`config.mk`:
```
export PLATFORM = sky130hd
export DESIGN_NAME = fighter_ctrl
export DESIGN_NICKNAME = d
export VERILOG_FILES = /design/src/rtl/fighter_pkg.sv /design/src/rtl/fighter_attack_fsm.sv /design/src/rtl/fighter_ctrl.sv
export SDC_FILE = /design/constraint.sdc
export NUM_CORES = 1
export LEC_CHECK = 0
export ABC_CLOCK_PERIOD_IN_PS = 22100
export CELL_PAD_IN_SITES_DETAIL_PLACEMENT = 0
export CELL_PAD_IN_SITES_GLOBAL_PLACEMENT = 2
export CORE_ASPECT_RATIO = 1.75
export CORE_MARGIN = 4
export CORE_UTILIZATION = 36
export DETAILED_ROUTE_END_ITERATION = 16
export MAX_ROUTING_LAYER = met4
export PLACE_DENSITY_LB_ADDON = 0.1
export SLEW_MARGIN = 0
export SYNTH_ARGS = -nofsm -noshare
export SYNTH_HDL_FRONTEND = slang
export SYNTH_SLANG_ARGS = --single-unit
export TNS_END_PERCENT = 30
```
`constraint.sdc`:
```
create_clock -name frame_clk -period 22.1 [get_ports frame_clk]
set_clock_uncertainty 0.2 [all_clocks]
set_input_delay 3.315 -clock frame_clk [delete_from_list [all_inputs] [get_ports frame_clk]]
set_output_delay 3.315 -clock frame_clk [all_outputs]
set_load 0.01 [all_outputs]
```
`src/rtl/fighter_pkg.sv`:
```
// Shared types, default key bindings and small helpers for fighter_ctrl.
// KNOCK is only reachable when FIGHTER_KNOCKBACK_EN is defined.
package fighter_pkg;

    typedef enum logic [2:0] {
        IDLE, WALK, AIR, PUNCH, KICK, BLOCK, COOLDOWN, KNOCK
    } fighter_state_t;

    typedef logic signed [9:0] pos_t;

    localparam int TMR_W = 8;

    localparam logic [7:0] K_JUMP  = 8'h1a;
    localparam logic [7:0] K_LEFT  = 8'h04;
    localparam logic [7:0] K_RIGHT = 8'h07;
    localparam logic [7:0] K_PUNCH = 8'h15;
    localparam logic [7:0] K_KICK  = 8'h09;
    localparam logic [7:0] K_BLOCK = 8'h16;

    function automatic logic key_down(
        input logic [7:0] a,
        input logic [7:0] b,
        input logic [7:0] k
    );
        return (a == k) || (b == k);
    endfunction

    function automatic logic signed [10:0] sx(input logic [9:0] v);
        return $signed({v[9], v});
    endfunction

    function automatic logic signed [10:0] abs11(input logic signed [10:0] v);
        return v[10] ? -v : v;
    endfunction

endpackage

```
`src/rtl/fighter_attack_fsm.sv`:
```
// Fighter state register, attack/cooldown timer and sprite flag decode.
// Knockback handling is compiled in with FIGHTER_KNOCKBACK_EN.
module fighter_attack_fsm
    import fighter_pkg::*;
#(
    parameter int PUNCH_FRAMES    = 8,
    parameter int KICK_FRAMES     = 12,
    parameter int COOLDOWN_FRAMES = 6
`ifdef FIGHTER_KNOCKBACK_EN
    , parameter int KNOCK_FRAMES  = 6
`endif
) (
    input  logic           frame_clk,
    input  logic           Reset_n,
    input  logic           freeze,
    input  logic           do_kick,
    input  logic           do_punch,
    input  logic           do_block,
    input  logic           do_jump,
    input  logic           do_walk,
    input  logic           land,
`ifdef FIGHTER_KNOCKBACK_EN
    input  logic           hit_in,
`endif
    output fighter_state_t st,
    output fighter_state_t nxt,
    output logic           punch_flag,
    output logic           kick_flag,
    output logic           block_flag,
    output logic           hit_active
);

    localparam logic [TMR_W-1:0] T_ONE   = TMR_W'(1);
    localparam logic [TMR_W-1:0] P_HALF  = TMR_W'(PUNCH_FRAMES / 2);
    localparam logic [TMR_W-1:0] K_HALF  = TMR_W'(KICK_FRAMES / 2);

    logic [TMR_W-1:0] tmr;
    logic [TMR_W-1:0] tmr_n;

    always_ff @(posedge frame_clk) begin
        if (!Reset_n) begin
            st  <= IDLE;
            tmr <= '0;
        end else begin
            st  <= nxt;
            tmr <= tmr_n;
        end
    end

    always_comb begin
        nxt   = st;
        tmr_n = tmr;
        if (freeze) begin
            nxt   = IDLE;
            tmr_n = '0;
        end
`ifdef FIGHTER_KNOCKBACK_EN
        else if (hit_in && st != BLOCK) begin
            nxt   = KNOCK;
            tmr_n = TMR_W'(KNOCK_FRAMES);
        end
`endif
        else begin
            unique case (st)
                IDLE, WALK: begin
                    if (do_kick) begin
                        nxt   = KICK;
                        tmr_n = TMR_W'(KICK_FRAMES);
                    end else if (do_punch) begin
                        nxt   = PUNCH;
                        tmr_n = TMR_W'(PUNCH_FRAMES);
                    end else if (do_block) begin
                        nxt = BLOCK;
                    end else if (do_jump) begin
                        nxt = AIR;
                    end else if (do_walk) begin
                        nxt = WALK;
                    end else begin
                        nxt = IDLE;
                    end
                end
                AIR: if (land) nxt = IDLE;
                PUNCH, KICK: begin
                    if (tmr <= T_ONE) begin
                        nxt   = COOLDOWN;
                        tmr_n = TMR_W'(COOLDOWN_FRAMES);
                    end else begin
                        tmr_n = tmr - T_ONE;
                    end
                end
                COOLDOWN: begin
                    if (tmr <= T_ONE) begin
                        nxt   = IDLE;
                        tmr_n = '0;
                    end else begin
                        tmr_n = tmr - T_ONE;
                    end
                end
                BLOCK: if (!do_block) nxt = IDLE;
`ifdef FIGHTER_KNOCKBACK_EN
                KNOCK: begin
                    if (tmr <= T_ONE) begin
                        nxt   = IDLE;
                        tmr_n = '0;
                    end else begin
                        tmr_n = tmr - T_ONE;
                    end
                end
`endif
                default: begin
                    nxt   = IDLE;
                    tmr_n = '0;
                end
            endcase
        end
    end

    assign punch_flag = (st == PUNCH);
    assign kick_flag  = (st == KICK);
    assign block_flag = (st == BLOCK);
    assign hit_active = (tmr != '0) &&
                        (((st == PUNCH) && (tmr <= P_HALF)) ||
                         ((st == KICK)  && (tmr <= K_HALF)));

endmodule

```
`src/rtl/fighter_ctrl.sv`:
```
// Per-player fighter controller: kinematics, wall/opponent clamps, attack FSM.
// Define FIGHTER_KNOCKBACK_EN to add the hit_in port and the KNOCK state.
module fighter_ctrl
    import fighter_pkg::*;
#(
    parameter int X_CENTER        = 150,
    parameter int Y_GROUND        = 360,
    parameter int X_MIN           = 3,
    parameter int X_MAX           = 549,
    parameter int BODY_L          = 45,
    parameter int BODY_R          = 45,
    parameter int BODY_U          = 90,
    parameter int BODY_D          = 60,
    parameter int WALK_STEP       = 3,
    parameter int GRAVITY         = 3,
    parameter int JUMP_VEL        = 30,
    parameter int PUNCH_FRAMES    = 8,
    parameter int KICK_FRAMES     = 12,
    parameter int COOLDOWN_FRAMES = 6,
    parameter logic [7:0] KEY_JUMP  = K_JUMP,
    parameter logic [7:0] KEY_LEFT  = K_LEFT,
    parameter logic [7:0] KEY_RIGHT = K_RIGHT,
    parameter logic [7:0] KEY_PUNCH = K_PUNCH,
    parameter logic [7:0] KEY_KICK  = K_KICK,
    parameter logic [7:0] KEY_BLOCK = K_BLOCK
`ifdef FIGHTER_KNOCKBACK_EN
    , parameter int KNOCK_FRAMES    = 6
`endif
) (
    input  logic              frame_clk,
    input  logic              Reset_n,
    input  logic [7:0]        keycode,
    input  logic [7:0]        keycode2,
    input  logic              freeze,
    input  logic [9:0]        opp_x,
    input  logic [9:0]        opp_y,
`ifdef FIGHTER_KNOCKBACK_EN
    input  logic              hit_in,
`endif
    output logic signed [9:0] pos_x,
    output logic signed [9:0] pos_y,
    output logic signed [9:0] vel_x,
    output logic              face_right,
    output logic              punch_flag,
    output logic              kick_flag,
    output logic              block_flag,
    output logic              hit_active,
    output logic [2:0]        state
);

    localparam logic signed [10:0] X_LO    = 11'(X_MIN + BODY_L);
    localparam logic signed [10:0] X_HI    = 11'(X_MAX - BODY_R);
    localparam logic signed [10:0] Y_GND   = 11'(Y_GROUND);
    localparam logic signed [10:0] STEP    = 11'(WALK_STEP);
    localparam logic signed [10:0] GRAV    = 11'(GRAVITY);
    localparam logic signed [10:0] REACH_X = 11'(BODY_L + BODY_R);
    localparam logic signed [10:0] REACH_Y = 11'(BODY_U + BODY_D);
    localparam pos_t X0      = 10'(X_CENTER);
    localparam pos_t Y0      = 10'(Y_GROUND);
    localparam pos_t VY_JUMP = 10'(-JUMP_VEL);

    fighter_state_t st, nxt;
    pos_t vy, vy_n, x_n, y_n, vx_n;
    logic left, right, land, v_ov, ov_now, move_ok, knock, face_n;
    logic signed [10:0] dx, dy, dn, step, push, d, xsum, vy_air, ysum;

    assign left  = key_down(keycode, keycode2, KEY_LEFT);
    assign right = key_down(keycode, keycode2, KEY_RIGHT);

    fighter_attack_fsm #(
        .PUNCH_FRAMES    (PUNCH_FRAMES),
        .KICK_FRAMES     (KICK_FRAMES),
        .COOLDOWN_FRAMES (COOLDOWN_FRAMES)
`ifdef FIGHTER_KNOCKBACK_EN
        , .KNOCK_FRAMES  (KNOCK_FRAMES)
`endif
    ) u_fsm (
        .frame_clk  (frame_clk),
        .Reset_n    (Reset_n),
        .freeze     (freeze),
        .do_kick    (key_down(keycode, keycode2, KEY_KICK)),
        .do_punch   (key_down(keycode, keycode2, KEY_PUNCH)),
        .do_block   (key_down(keycode, keycode2, KEY_BLOCK)),
        .do_jump    (key_down(keycode, keycode2, KEY_JUMP)),
        .do_walk    (left || right),
        .land       (land),
`ifdef FIGHTER_KNOCKBACK_EN
        .hit_in     (hit_in),
`endif
        .st         (st),
        .nxt        (nxt),
        .punch_flag (punch_flag),
        .kick_flag  (kick_flag),
        .block_flag (block_flag),
        .hit_active (hit_active)
    );

    always_comb begin
        dx      = sx(pos_x) - sx(opp_x);
        dy      = sx(pos_y) - sx(opp_y);
        v_ov    = abs11(dy) < REACH_Y;
        ov_now  = v_ov && (abs11(dx) < REACH_X);
        push    = dx[10] ? -STEP : STEP;
        step    = '0;
        if (right && !left) step = STEP;
        else if (left && !right) step = -STEP;
        dn      = dx + step;
        move_ok = nxt inside {IDLE, WALK, AIR, COOLDOWN};
        knock   = (nxt == KNOCK);
        d       = '0;
        if (freeze) begin
            d = '0;
        end else if (knock || (move_ok && ov_now)) begin
            d = push;
        end else if (move_ok) begin
            d = step;
            // refuse a step that would carry us into the opponent
            if (step != '0 && v_ov && abs11(dn) < REACH_X &&
                step[10] != dx[10])
                d = '0;
        end
        xsum = sx(pos_x) + d;
        if (freeze) x_n = pos_x;
        else if (xsum < X_LO) x_n = X_LO[9:0];
        else if (xsum > X_HI) x_n = X_HI[9:0];
        else x_n = xsum[9:0];
        vx_n = x_n - pos_x;

        vy_air = sx(vy) + GRAV;
        ysum   = sx(pos_y) + vy_air;
        land   = (st == AIR) && (ysum >= Y_GND);
        y_n    = pos_y;
        vy_n   = vy;
        if (freeze) begin
            vy_n = '0;
        end else if (st == AIR) begin
            y_n  = land ? Y0 : ysum[9:0];
            vy_n = land ? '0 : vy_air[9:0];
        end else if (nxt == AIR) begin
            vy_n = VY_JUMP;
            y_n  = pos_y + VY_JUMP;
        end

        face_n = face_right;
        if (nxt inside {IDLE, WALK, AIR})
            face_n = sx(opp_x) > sx(x_n);
    end

    always_ff @(posedge frame_clk) begin
        if (!Reset_n) begin
            pos_x      <= X0;
            pos_y      <= Y0;
            vel_x      <= '0;
            vy         <= '0;
            face_right <= 1'b1;
        end else begin
            pos_x      <= x_n;
            pos_y      <= y_n;
            vel_x      <= vx_n;
            vy         <= vy_n;
            face_right <= face_n;
        end
    end

    assign state = st;

endmodule

```
### Word level (Yosys, flattened, before mapping)

Cells that the tools add are included.

* flip-flop bits (word level): 52
* input bits: 39
* output and inout port bits: 38

* add/subtract/negate cells: 12
* magnitude comparators: 10
* equality and inequality tests: 24
* muxes and demuxes: 35
* bitwise gates (word level): 3
* reduce and logical (&&, ||, !) cells: 35

Operators with widths (count)
* 11-bit two-way mux: 10
* 10-bit two-way mux: 9
* 8-bit by 5-bit equality test with 1-bit output, second input constant: 6
* 11-bit negation: 3
* 8-bit by 3-bit equality test with 1-bit output, second input constant: 4
* 8-bit two-way mux: 4
* 8-bit one-hot mux with 4 select lines: 1
* 3-bit two-way mux: 9
* 10-bit by 11-bit adder with 11-bit output: 2
* 11-bit by 8-bit < comparator with 1-bit output, second input constant: 2
* 10-bit by 10-bit subtractor with 11-bit output: 2
* 8-bit by 4-bit equality test with 1-bit output, second input constant: 2
* 8-bit by 3-bit <= comparator with 1-bit output, second input constant: 2
* 3-bit equality test, second input constant: 5
* 3-bit one-hot mux with 5 select lines: 1
* 10-bit by 3-bit adder with 11-bit output, second input constant: 1
* 11-bit adder: 1
* 11-bit by 10-bit >= comparator with 1-bit output, second input constant: 1
* 11-bit by 10-bit > comparator with 1-bit output, second input constant: 1
* 1-bit logical AND: 11
* 11-bit by 7-bit < comparator with 1-bit output, second input constant: 1
* 11-bit by 9-bit < comparator with 1-bit output, second input constant: 1
* 11-bit nonzero test: 1
* 10-bit by 6-bit adder with 10-bit output, second input constant: 1
* other kinds (19): 38

### Logic depth before layout (Yosys ltp)

Gate-level depths: netlist (run 1).

* word-level depth: 22
* gate-level depth with buffers: 45
* depth with buffers taken out: 44

### Modules after synthesis

Synthesis (run 1) repeated with hierarchy kept, for this count alone.

* cells, all modules: 925
* area, all modules: 6901.6 um^2

By module, submodules not included
* fighter_ctrl: instances 1, cells an instance 821, area each 6125.9 um^2
* fighter_attack_fsm: instances 1, cells an instance 104, area each 775.7 um^2

### Least setup slack after synthesis (run 1)

OpenSTA, ideal clock, no wires.

* kind: input -> register
* start point: input keycode2[7]
* end point: register vel_x[9]
* arrival: 11.822 ns
* required time: 21.772 ns
* path slack: 9.950 ns
* cell stages on the path: 42
* path buffers: 1
* cell sequence: or3_1 > clkbuf_1 > or3_1 > o32a_1 > ha_1 > inv_1 > ha_1 > fa_1 > a211oi_1 > o21bai_1 > nor2b_1 > a221oi_1 > xnor2_1 > nand2b_1 > a21oi_1 > mux2i_1 > or4_1 > a211oi_2 > [6 not listed] > a21oi_1 > o21ai_0 > o21a_1 > and2_1 > a22oi_1 > inv_1 > ha_1 > nor2b_1 > o21ai_0 > a21boi_0 > o21ai_0 > a21boi_0 > o21a_1 > nor2_1 > o21bai_1 > a21oi_1 > xnor2_1 > nor2_1

* word-level cells in the longest chain between the ends: 22

Ends and longest elaborated chain
* start, declared: RTL line fighter_ctrl.sv:33 `input logic [7:0] keycode2,`
* 8-bit by 3-bit equality test with 1-bit output: RTL line fighter_pkg.sv:25 `return (a == k) || (b == k);`
* 1-bit logical OR: RTL line fighter_pkg.sv:25
* 1-bit logical NOT or 1-bit logical OR (tied branches): RTL line fighter_ctrl.sv:106, fighter_ctrl.sv:85
* 1-bit logical AND or 1-bit two-way mux (tied branches): RTL line fighter_ctrl.sv:106, fighter_attack_fsm.sv:76
* 11-bit two-way mux or 3-bit two-way mux (tied branches): RTL line fighter_ctrl.sv:106, fighter_attack_fsm.sv:74
* 11-bit two-way mux or 3-bit two-way mux (tied branches): RTL line fighter_ctrl.sv:105, fighter_attack_fsm.sv:72
* 11-bit adder or 3-bit two-way mux (tied branches): RTL line fighter_ctrl.sv:107, fighter_attack_fsm.sv:69
* 11-bit negation or 3-bit two-way mux (tied branches): RTL line fighter_pkg.sv:33, fighter_attack_fsm.sv:66
* [7 not listed]
* 11-bit two-way mux *: RTL line fighter_ctrl.sv:111 `if (freeze) begin`
* 10-bit by 11-bit adder with 11-bit output *: RTL line fighter_ctrl.sv:122 `xsum = sx(pos_x) + d;`
* 11-bit by 10-bit > comparator with 1-bit output: RTL line fighter_ctrl.sv:125 `else if (xsum > X_HI) x_n = X_HI[9:0];`
* 10-bit two-way mux: RTL line fighter_ctrl.sv:125
* 10-bit two-way mux *: RTL line fighter_ctrl.sv:124 `else if (xsum < X_LO) x_n = X_LO[9:0];`
* 10-bit two-way mux *: RTL line fighter_ctrl.sv:123 `if (freeze) x_n = pos_x;`
* via x_n[1]: RTL line fighter_ctrl.sv:63 `pos_t vy, vy_n, x_n, y_n, vx_n;`
* 10-bit subtractor *: RTL line fighter_ctrl.sv:127 `vx_n = x_n - pos_x;`
* end signal, assigned: RTL line fighter_ctrl.sv:159 `vel_x <= vx_n;`
* end, declared: RTL line fighter_ctrl.sv:42 `output logic signed [9:0] vel_x,`

Mark *: on every way through the listed nets, which the timed path passes. The rest lies on a longest branch.
A chain may end at the register's enable or synchronous reset.

### Worst setup path in the final report (run 1)

Ends and elaborated chain as after synthesis.

==> impl_metrics.json, run 1 <==
{
  "initial_utilization": 0.366,
  "cp_slowest_cell": "a2111oi_0",
  "fmax_mhz": 74.3,
  "drc": 0,
  "drive_above_1_share": 0.0364,
  "power_frac_comb": 0.409,
  "pwr-share-seq": 0.328,
  "postSynthCellCount": 897,
  "arrival_ns": 13.42,
  "cts_hold_repair.buffers": 0,
  "avgSynthCellArea_um2": 7.34,
  "status": "finished, final reports clean",
  "p_int_mw": 0.201,
  "num_io_pins": 77,
  "antenna_cells": 0,
  "grt_overflow": 0,
  "tns_ns": 0,
  "yosysWarnings": 0,
  "gp_congestion": 0.907,
  "grt_pass1_wl_mm": 32.9,
  "cts_max_level": 2,
  "crit_path_max_fanout": 17,
  "area_growth_pct": 17.4,
  "max_slew_margin": 0.342,
  "via_per_inst": 5.56,
  "first_pass_iters": 4,
  "die_area_um2": 20600,
  "dp_hpwl_mm": 16.7,
  "cts_buffers": 5,
  "min_period_ns": 13.46,
  "routed_wirelength_mm": 20.2,
  "synth.distinct_cells": 76,
  "stdcell_area_um2": 7730,
  "path_clk_slew_ns": 0.07,
  "cp_data_required_time_ns": 22.06,
  "synth-edff-count": 0,
  "power_switching_mw": 0.113,
  "vdd_ir_drop_max_mv": 0.0270,
  "critical_path.max_stage_delay_ns": 0.88,
  "routedWlPerCell_um": 16.9,
  "synth_area_um2": 6580,
  "cts_resized": 0,
  "finalSetupViolations": 0,
  "die_y_um": 187,
  "first_global_vias": 6740,
  "max_cap_viol_count": 0,
  "cts_tree": "built",
  "nNetsFinal": 1084,
  "crit_type": "input pin to register",
  "worst_slew_pin_slew_ns": 0.963,
  "clkPwrFrac": 0.264,
  "rows": 65,
  "period_share": 0.609,
  "coreArea_um2": 18000,
  "power.leakage_nw": 3.11,
  "grt_max_degree": 21,
  "first_iter_violations": 238,
  "final_hold_viol_count": 0,
  "antenna_found_initial": 0,
  "clockBufferDepth": 2,
  "p_per_area_nw_per_um2": 40.6,
  "rsz0062_at_grt": "false",
  "hold_path_class": "register to register",
  "synth_nets": 1021,
  "die_w_um": 110,
  "drt.antenna.violating_nets": 0,
  "swShare": 0.361,
  "place_area_um2": 7580,
  "ys_ff_latch": 52,
  "insertion_delay_ns": 0.30,
  "critPathCaptureType": "register",
  "ys_seq_area_frac": 0.158,
  "nFillCells": 1888,
  "ys_dominant_reg_cell": "dfxtp_1",
  "grtUsageTotal": 0.204,
  "port-buffer-count": 76,
  "cts.sinks": 52,
  "route.vias.total": 6645,
  "postCtsSetupBuffers": 0,
  "final_max_slew_viol_count": 0,
  "startpoint_type": "input pin",
  "async_flop_share": 0,
  "ctsRootBufferMaster": "clkbuf_16"
}
[final timing paths]
kind / start / to / slack (ns) / depth (start not counted)
max: keycode2[7] / vel_x[9]$_SDFF_PN0_ / 8.64 / 41
min: vy[1]$_SDFFE_PP0N_ / vy[1]$_SDFFE_PP0N_ / 0.29 / 2
max reg2reg: pos_x[0]$_SDFF_PN0_ / vel_x[9]$_SDFF_PN0_ / 12.12 / 39
min reg2reg: vy[1]$_SDFFE_PP0N_ / vy[1]$_SDFFE_PP0N_ / 0.29 / 2
[cells in the final DEF (no fill, tap or decap), types with 8 or more instances in the layout]
master / n
nand2b_1: 15
a211oi_1: 12
o21ai_1: 12
a21oi_1: 57
xor2_1: 21
ha_1: 79
nand4_1: 8
o21a_1: 12
o21bai_1: 10
nand2_1: 71
nand3_1: 23
a31oi_1: 9
nor3b_1: 9
or3_1: 10
dfxtp_1: 52
clkdlybuf4s50_1: 76
nor2b_1: 20
xnor2_1: 42
o21ai_0: 43
nor2_1: 90
mux2i_1: 9
nor3_1: 34
inv_1: 83
o211ai_1: 9
[critical path, delay by kind of cell]
family                   cells  cell delay (ns)
AND/OR/NAND/NOR              9             2.14
AO/OA/AOI/OAI               22             5.29
XOR/XNOR                     2             0.31
adder cells (fa/ha/maj)      4             1.67
multiplexers                 1             0.08
buffers and inverters        3             0.60
[synth_stat cells, types with 10 or more instances]
library cell / n / share of area
nor2_1: 90 / 0.051
xnor2_1: 42 / 0.056
o21ai_0: 44 / 0.033
o21ai_1: 11 / 0.0084
o21bai_1: 10 / 0.011
dfxtp_1: 52 / 0.16
nor2b_1: 20 / 0.019
nand2_1: 71 / 0.040
inv_1: 83 / 0.047
nand3_1: 23 / 0.017
or3_1: 10 / 0.0095
xor2_1: 21 / 0.028
nor3b_1: 10 / 0.011
nor3_1: 34 / 0.026
a21oi_1: 57 / 0.043
clkbuf_1: 23 / 0.013
nand2b_1: 15 / 0.014
o21a_1: 12 / 0.014
ha_1: 79 / 0.15
a211oi_1: 12 / 0.014
[stage by stage]
stage          instances  setup WS [ns]  hold slack, ns  utilization  total power [mW]
5_1_grt             1195           7.68           0.343        0.430             0.336
4_1_cts             1195           8.67           0.295        0.430             0.319
2_1_floorplan        897           9.95           0.251            -             0.190
3_3_place_gp        1187           8.64           0.271        0.422             0.232
6_report            1195           8.64           0.292        0.430             0.314
3_5_place_dp        1187           8.40           0.279        0.422             0.233
[flip-flops by register name, indices dropped and copies added (netlist names)]
signal      flops
u_fsm.tmr       8
vel_x          10
pos_x          10
pos_y          10
face_right      1
vy             10
u_fsm.st        3
[per-layer routing]
metal,vias to the layer above,share of wire,global-route usage
met4,0,0.035,0.0768
met2,113,0.57,0.391
met1,3142,0.38,0.207
met3,36,0.019,0.0159
met5,-,0,-
li1,3354,-,-
[power by group through the flow]
stage	combinational (mW)	clock (mW)	sequential [mW]
4_1_cts	0.129	0.0867	0.103
6_report	0.128	0.0828	0.103
2_1_floorplan	0.0852	0	0.105
3_5_place_dp	0.128	0	0.105
3_3_place_gp	0.127	0	0.105
5_1_grt	0.143	0.0895	0.103
[cells by family after synthesis]
group,count (synthesis),share of synthesized area
simple gates,330,0.253
compound gates,247,0.256
buf+inv,109,0.0633
fa+ha+maj,86,0.170
xor+xnor,64,0.0863
flops,52,0.158
mux,9,0.0137
[final cells by class]
type / instances / area, um2 / share of cell area
Clock buffer: 6 / 139 / 0.0180
Clock inverter: 2 / 15.0 / 0.00194
Inverter: 84 / 315 / 0.0408
Multi-Input combinational cell: 736 / 5130 / 0.664
Sequential cell: 52 / 1040 / 0.135
Tap cell: 234 / 293 / 0.0379
Timing Repair Buffer: 81 / 798 / 0.103
Power figures use the tool's default switching activity.
==> run 2, diff against run 1 <==
--- a/config.mk
+++ b/config.mk
@@ -5,12 +5,12 @@
 export SDC_FILE = /design/constraint.sdc
 export NUM_CORES = 1
 export LEC_CHECK = 0
-export ABC_CLOCK_PERIOD_IN_PS = 22100
+export ABC_CLOCK_PERIOD_IN_PS = 12700
 export CELL_PAD_IN_SITES_DETAIL_PLACEMENT = 0
 export CELL_PAD_IN_SITES_GLOBAL_PLACEMENT = 2
 export CORE_ASPECT_RATIO = 1.75
 export CORE_MARGIN = 4
-export CORE_UTILIZATION = 36
+export CORE_UTILIZATION = 33
 export DETAILED_ROUTE_END_ITERATION = 16
 export MAX_ROUTING_LAYER = met4
 export PLACE_DENSITY_LB_ADDON = 0.1
==> constraint.sdc (replaced) <==
create_clock -name frame_clk -period 12.7 [get_ports frame_clk]
set_clock_uncertainty 0.2 [all_clocks]
set_input_delay 1.905 -clock frame_clk [delete_from_list [all_inputs] [get_ports frame_clk]]
set_output_delay 1.905 -clock frame_clk [all_outputs]
set_load 0.01 [all_outputs]
==> run 2 against run 1 <==
Against the previous run:
- worst hold slack better by 0.0010 ns
- sequential share of layout area about the same
- critical path depth up 2
- non-clock buffer count unchanged
- combinational power up 75%
- sequential power up 74%
- design area about the same
- clock power up 68%
- setup slack worse by 7.7 ns
- die area up 8.6%
==> impl_metrics.json, run 2 (synthesized netlist as in run 1, its figures left out) <==
{
  "status": "finished, final reports clean",
  "grt_pass1_wl_mm": 34.0,
  "nNetsFinal": 1084,
  "crit_type": "input pin to register",
  "p_per_area_nw_per_um2": 70.1,
  "first_iter_violations": 211,
  "cts.sinks": 52,
  "clockBufferDepth": 2,
  "max_cap_viol_count": 0,
  "cts_hold_repair.buffers": 0,
  "startpoint_type": "input pin",
  "r2r_slack_ns": 3.00,
  "crit_start": "keycode2[7]",
  "initial_utilization": 0.335,
  "port-buffer-count": 76,
  "place_inst": 1198,
  "grt_max_degree": 21,
  "max_slew_margin": 0.301,
  "grt_overflow": 0,
  "critical_path.max_stage_delay_ns": 0.57,
  "drive_above_1_share": 0.0354,
  "antenna_cells": 0,
  "timing.hold.ws_ns": 0.293,
  "stdcell_area_um2": 7740,
  "min_period_ns": 11.72,
  "cts_tree": "built",
  "crit_path_max_fanout": 17,
  "reg2reg_from": "pos_x[0]$_SDFF_PN0_",
  "power.leakage_nw": 3.11,
  "routed_wirelength_mm": 20.9,
  "postCtsSetupBuffers": 0,
  "finalSetupViolations": 0,
  "insertion_delay_ns": 0.30,
  "cts_buffers": 5,
  "die_area_um2": 22400,
  "arrival_ns": 11.67,
  "antenna_found_initial": 0,
  "reg2reg_depth": 41,
  "first_global_vias": 6724,
  "cp_data_required_time_ns": 12.66,
  "gp_congestion": 0.846,
  "final_hold_viol_count": 0,
  "num_io_pins": 77,
  "vdd_ir_drop_max_mv": 0.0681,
  "fmax_mhz": 85.4,
  "worst_slew_pin_slew_ns": 1.04,
  "crit_end": "vel_x[9]$_SDFF_PN0_",
  "path_clk_slew_ns": 0.08,
  "whs_path_depth": 2,
  "hold_path_class": "register to register",
  "coreArea_um2": 19700,
  "final_max_slew_viol_count": 0,
  "ctsRootBufferMaster": "clkbuf_16",
  "cp_slowest_cell": "ha_1",
  "routedWlPerCell_um": 17.3,
  "instances_no_fill": 1206,
  "final_common_cell": "nor2_1",
  "die_w_um": 115,
  "dp_hpwl_mm": 17.3,
  "area_growth_pct": 17.5,
  "route.vias.total": 6575,
  "rsz0062_at_grt": "false",
  "critPathCaptureType": "register",
  "drc": 0,
  "cts_resized": 0,
  "grtUsageTotal": 0.193,
  "timing.rr.end": "vel_x[9]$_SDFF_PN0_",
  "drt.antenna.violating_nets": 0,
  "rows": 68,
  "via_per_inst": 5.45,
  "cts_max_level": 2,
  "first_pass_iters": 5,
  "tns_ns": 0,
  "die_y_um": 195,
  "period_share": 0.923,
  "place_area_um2": 7590,
  "layout_common_cells": "nor2_1, inv_1, ha_1"
}
run 2: changes by cell type in the layout (fill, tap and decap cells not counted):
cell and change:
clkbuf_1 +1, clkbuf_8 -1, clkinv_4 +1, clkinvlp_4 -1
o21ai_0 +1, o21ai_1 -1
run 2: per-stage QoR:
step / setup slack (ns) / power (mW) / util
finish: 0.984 / 0.542 / 0.394
global route: 0.0986 / 0.582 / 0.394
CTS: 0.951 / 0.552 / 0.394
detailed placement: 0.695 / 0.409 / 0.386
global placement: 0.771 / 0.411 / 0.386
floorplan: 1.96 / 0.331 / -
run 2: worst min-delay path by stage:
stage                         endpoint  slack, ns                from
floorplan           vy[1]$_SDFFE_PP0N_       0.25  vy[1]$_SDFFE_PP0N_
global placement    vy[1]$_SDFFE_PP0N_       0.28  vy[1]$_SDFFE_PP0N_
detailed placement  vy[1]$_SDFFE_PP0N_       0.28  vy[1]$_SDFFE_PP0N_
CTS                 vy[1]$_SDFFE_PP0N_       0.29  vy[1]$_SDFFE_PP0N_
global route        vy[1]$_SDFFE_PP0N_       0.32  vy[1]$_SDFFE_PP0N_
finish              vy[1]$_SDFFE_PP0N_       0.29  vy[1]$_SDFFE_PP0N_
run 2: final cells by class:
class / instances / area [um2]
Fill cell: 2133 / 11900
Multi-Input combinational cell: 736 / 5130
Sequential cell: 52 / 1040
Timing Repair Buffer: 81 / 798
Inverter: 84 / 315
Tap cell: 245 / 307
Clock buffer: 6 / 129
Clock inverter: 2 / 16.3
run 2: worst max-delay path: cells and delay by family:
family	cells	cell delay [ns]
and+or+nand+nor	10	2.43
xor gates and xnor gates	3	0.50
adders and majority gates	5	1.87
muxes	1	0.09
buffers and inverters	3	0.60
AOI/OAI and AO/OA	21	4.26
run 2: layer usage:
metal  vias up  global-route usage  wire (um)
met5         -                   -          0
met4         0              0.0596        533
met3        31              0.0140        330
met2        79               0.391      12400
met1      3110               0.188       7630
li1       3355                   -          -
run 2: power by group:
part	switching [mW]	internal [mW]	total [mW]	leakage, nW
logic	0.125	0.0994	0.224	2.62
registers	0.00721	0.171	0.179	0.423
clock network	0.0657	0.0737	0.139	0.0671
total	0.198	0.344	0.542	3.11
==> run 3, diff against run 2 <==
--- a/config.mk
+++ b/config.mk
@@ -5,15 +5,17 @@
 export SDC_FILE = /design/constraint.sdc
 export NUM_CORES = 1
 export LEC_CHECK = 0
+export ABC_AREA = 1
 export ABC_CLOCK_PERIOD_IN_PS = 12700
 export CELL_PAD_IN_SITES_DETAIL_PLACEMENT = 0
 export CELL_PAD_IN_SITES_GLOBAL_PLACEMENT = 2
 export CORE_ASPECT_RATIO = 1.75
 export CORE_MARGIN = 4
-export CORE_UTILIZATION = 33
+export CORE_UTILIZATION = 31
 export DETAILED_ROUTE_END_ITERATION = 16
 export MAX_ROUTING_LAYER = met4
 export PLACE_DENSITY_LB_ADDON = 0.1
+export SKIP_CTS_REPAIR_TIMING = 1
 export SLEW_MARGIN = 0
 export SYNTH_ARGS = -nofsm -noshare
 export SYNTH_HDL_FRONTEND = slang
==> run 3 against run 2 <==
Against the previous run:
- synthesized cell count increased by 27%
- utilization down 2.3 points
- flip-flop and latch count stayed put
- clock-buffer cell count fell by 1
- sequential share of layout area decreased by 0.78 points
- routed wire length grew 8.7%
- critical path depth up 17
- sequential power barely moved
- setup slack improved by 1.6 ns
- worst hold slack got worse by 0.026 ns
- area after synthesis rose by 6.2%
- via count rose by 7.7%
- critical path type unchanged
- critical endpoint unchanged
==> impl_metrics.json, run 3 <==
{
  "timing.rr.end": "vel_x[9]$_SDFF_PN0_",
  "rows": 72,
  "cts.sinks": 52,
  "ctsRootBufferMaster": "clkbuf_16",
  "reg2reg_from": "pos_x[1]$_SDFF_PN1_",
  "synth_nets": 1260,
  "final_common_cell": "nand2_1",
  "cp_num_buf_inv": 7,
  "whs_path_depth": 1,
  "first_pass_iters": 4,
  "cp_data_required_time_ns": 12.70,
  "path_clk_slew_ns": 0.08,
  "min_period_ns": 10.15,
  "max_slew_margin": 0.425,
  "nNetsFinal": 1333,
  "final_max_slew_viol_count": 0,
  "post-synth-top-count-cell": "nand2_1",
  "critical_path.max_stage_delay_ns": 0.52,
  "die_w_um": 122,
  "r2r_slack_ns": 4.06,
  "postSynthCellCount": 1136,
  "hold_path_class": "register to register",
  "arrival_ns": 10.15,
  "tns_ns": 0,
  "initial_utilization": 0.315,
  "crit_family": "simple AND/OR/NAND/NOR gates",
  "dp_hpwl_mm": 19.4,
  "drt.antenna.violating_nets": 0,
  "grt_max_degree": 21,
  "clockBufferDepth": 2,
  "die_y_um": 207,
  "num_io_pins": 77,
  "crit_type": "input pin to register",
  "layout_common_cells": "nand2_1, inv_1, nor2_1",
  "status": "finished, final reports clean",
  "cts_max_level": 2,
  "port-buffer-count": 76,
  "synth.distinct_cells": 55,
  "coreArea_um2": 22200,
  "finalSetupViolations": 0,
  "via_per_inst": 4.70,
  "final_hold_viol_count": 0,
  "grt_pass1_wl_mm": 36.5,
  "cts_tree": "built",
  "crit_path_max_fanout": 14,
  "ys_dominant_reg_cell": "dfxtp_1",
  "yosysWarnings": 0,
  "ys_ff_latch": 52,
  "max_cap_viol_count": 0,
  "period_share": 0.799,
  "cp_slowest_cell": "ha_1",
  "startpoint_type": "input pin",
  "crit_path_frequent_cell": "nand2_1",
  "reg2reg_depth": 58,
  "synth-edff-count": 0,
  "worst_slew_pin_slew_ns": 0.861,
  "synthTopCellsByCount": "nand2_1, inv_1, nor2_1, ha_1, nand3_1",
  "grt_overflow": 0,
  "first_iter_violations": 276,
  "grtUsageTotal": 0.190,
  "drc": 0,
  "p_per_area_nw_per_um2": 73.4,
  "gp_congestion": 0.874,
  "synth_area_um2": 6990,
  "fmax_mhz": 98.5,
  "antenna_found_initial": 1,
  "power.leakage_nw": 4.19,
  "ys_seq_area_frac": 0.149,
  "rsz0062_at_grt": "false",
  "first_global_vias": 7342,
  "die_area_um2": 25100,
  "avgSynthCellArea_um2": 6.15,
  "critPathCaptureType": "register",
  "min_to": "vy[0]$_SDFFE_PP0N_",
  "cts_buffers": 5,
  "insertion_delay_ns": 0.31,
  "yosysTopAreaCell": "nand2_1",
  "area_growth_pct": 17.5,
  "synth_top_area_share": 0.155,
  "min_from": "vy[0]$_SDFFE_PP0N_",
  "drive_above_1_share": 0.0694,
  "route.vias.total": 7081,
  "routedWlPerCell_um": 15.0,
  "vdd_ir_drop_max_mv": 0.0522,
  "post-route-util": 0.371,
  "routed_wirelength_mm": 22.7,
  "ys_top_cells_by_area": "nand2_1, dfxtp_1, ha_1, inv_1, nand3_1",
  "async_flop_share": 0
}
==> run 3: metrics by stage <==
step / hold WS, ns / total power, mW / setup slack, ns / cells / cell area [um2]
4_1_cts: 0.267 / 0.617 / 2.51 / 1506 / 8210
3_5_place_dp: 0.254 / 0.462 / 2.22 / 1498 / 8060
3_3_place_gp: 0.243 / 0.464 / 2.27 / 1498 / 8060
6_report: 0.267 / 0.603 / 2.55 / 1507 / 8210
2_1_floorplan: 0.226 / 0.372 / 3.88 / 1136 / 6990
5_1_grt: 0.305 / 0.659 / 1.29 / 1507 / 8210
==> run 3: how the worst max path moves through the flow <==
| stage | slack [ns] | to | from | depth (start not counted) |
|---|---|---|---|---|
| after floorplan | 3.88 | vel_x[9]$_SDFF_PN0_ | keycode2[2] | 56 |
| after global placement | 2.27 | vel_x[9]$_SDFF_PN0_ | keycode[2] | 60 |
| after detailed placement | 2.22 | vel_x[9]$_SDFF_PN0_ | keycode2[2] | 59 |
| after CTS | 2.51 | vel_x[9]$_SDFF_PN0_ | keycode[2] | 60 |
| after global routing | 1.29 | vel_x[9]$_SDFF_PN0_ | keycode[2] | 60 |
| final | 2.55 | vel_x[9]$_SDFF_PN0_ | keycode[2] | 60 |
==> run 3: routing by layer <==
layer	GRT usage	routed length, um	share of wire
met1	0.168	7870	0.35
met2	0.399	13400	0.59
met3	0.0185	435	0.019
met4	0.0705	926	0.041
met5	-	0	0
==> run 3: logic make-up after synthesis <==
logic type / Yosys count / share of synthesized area
flops: 52 / 0.149
fa+ha+maj: 85 / 0.159
buf+inv: 233 / 0.130
xor+xnor: 50 / 0.0637
simple gates: 555 / 0.358
compound gates: 161 / 0.141
==> run 3: worst register-to-register path, delay by kind of cell, from the launching register on <==
kind	cells	cell delay (ns)
AO/OA/AOI/OAI	11	1.86
XOR/XNOR	1	0.37
adder cells (fa/ha/maj)	4	1.59
buffers and inverters	6	0.62
flip-flops	1	0.58
AND/OR/NAND/NOR	36	3.31
==> run 3: area by class of cell <==
type / instances / area (um2)
sequential: 52 / 1040
clock buffer: 5 / 125
timing repair buffer: 78 / 776
clock inverter: 3 / 27.5
inverter: 221 / 830
tap: 296 / 370
multi-input combinational: 851 / 5040
fill: 2554 / 13900
antenna: 1 / 2.50
==> run 3: power breakdown <==
| group | internal [mW] | switching, mW | total [mW] |
|---|---|---|---|
| Combinational | 0.108 | 0.164 | 0.272 |
| Clock | 0.0752 | 0.0747 | 0.150 |
| Sequential | 0.173 | 0.00818 | 0.181 |
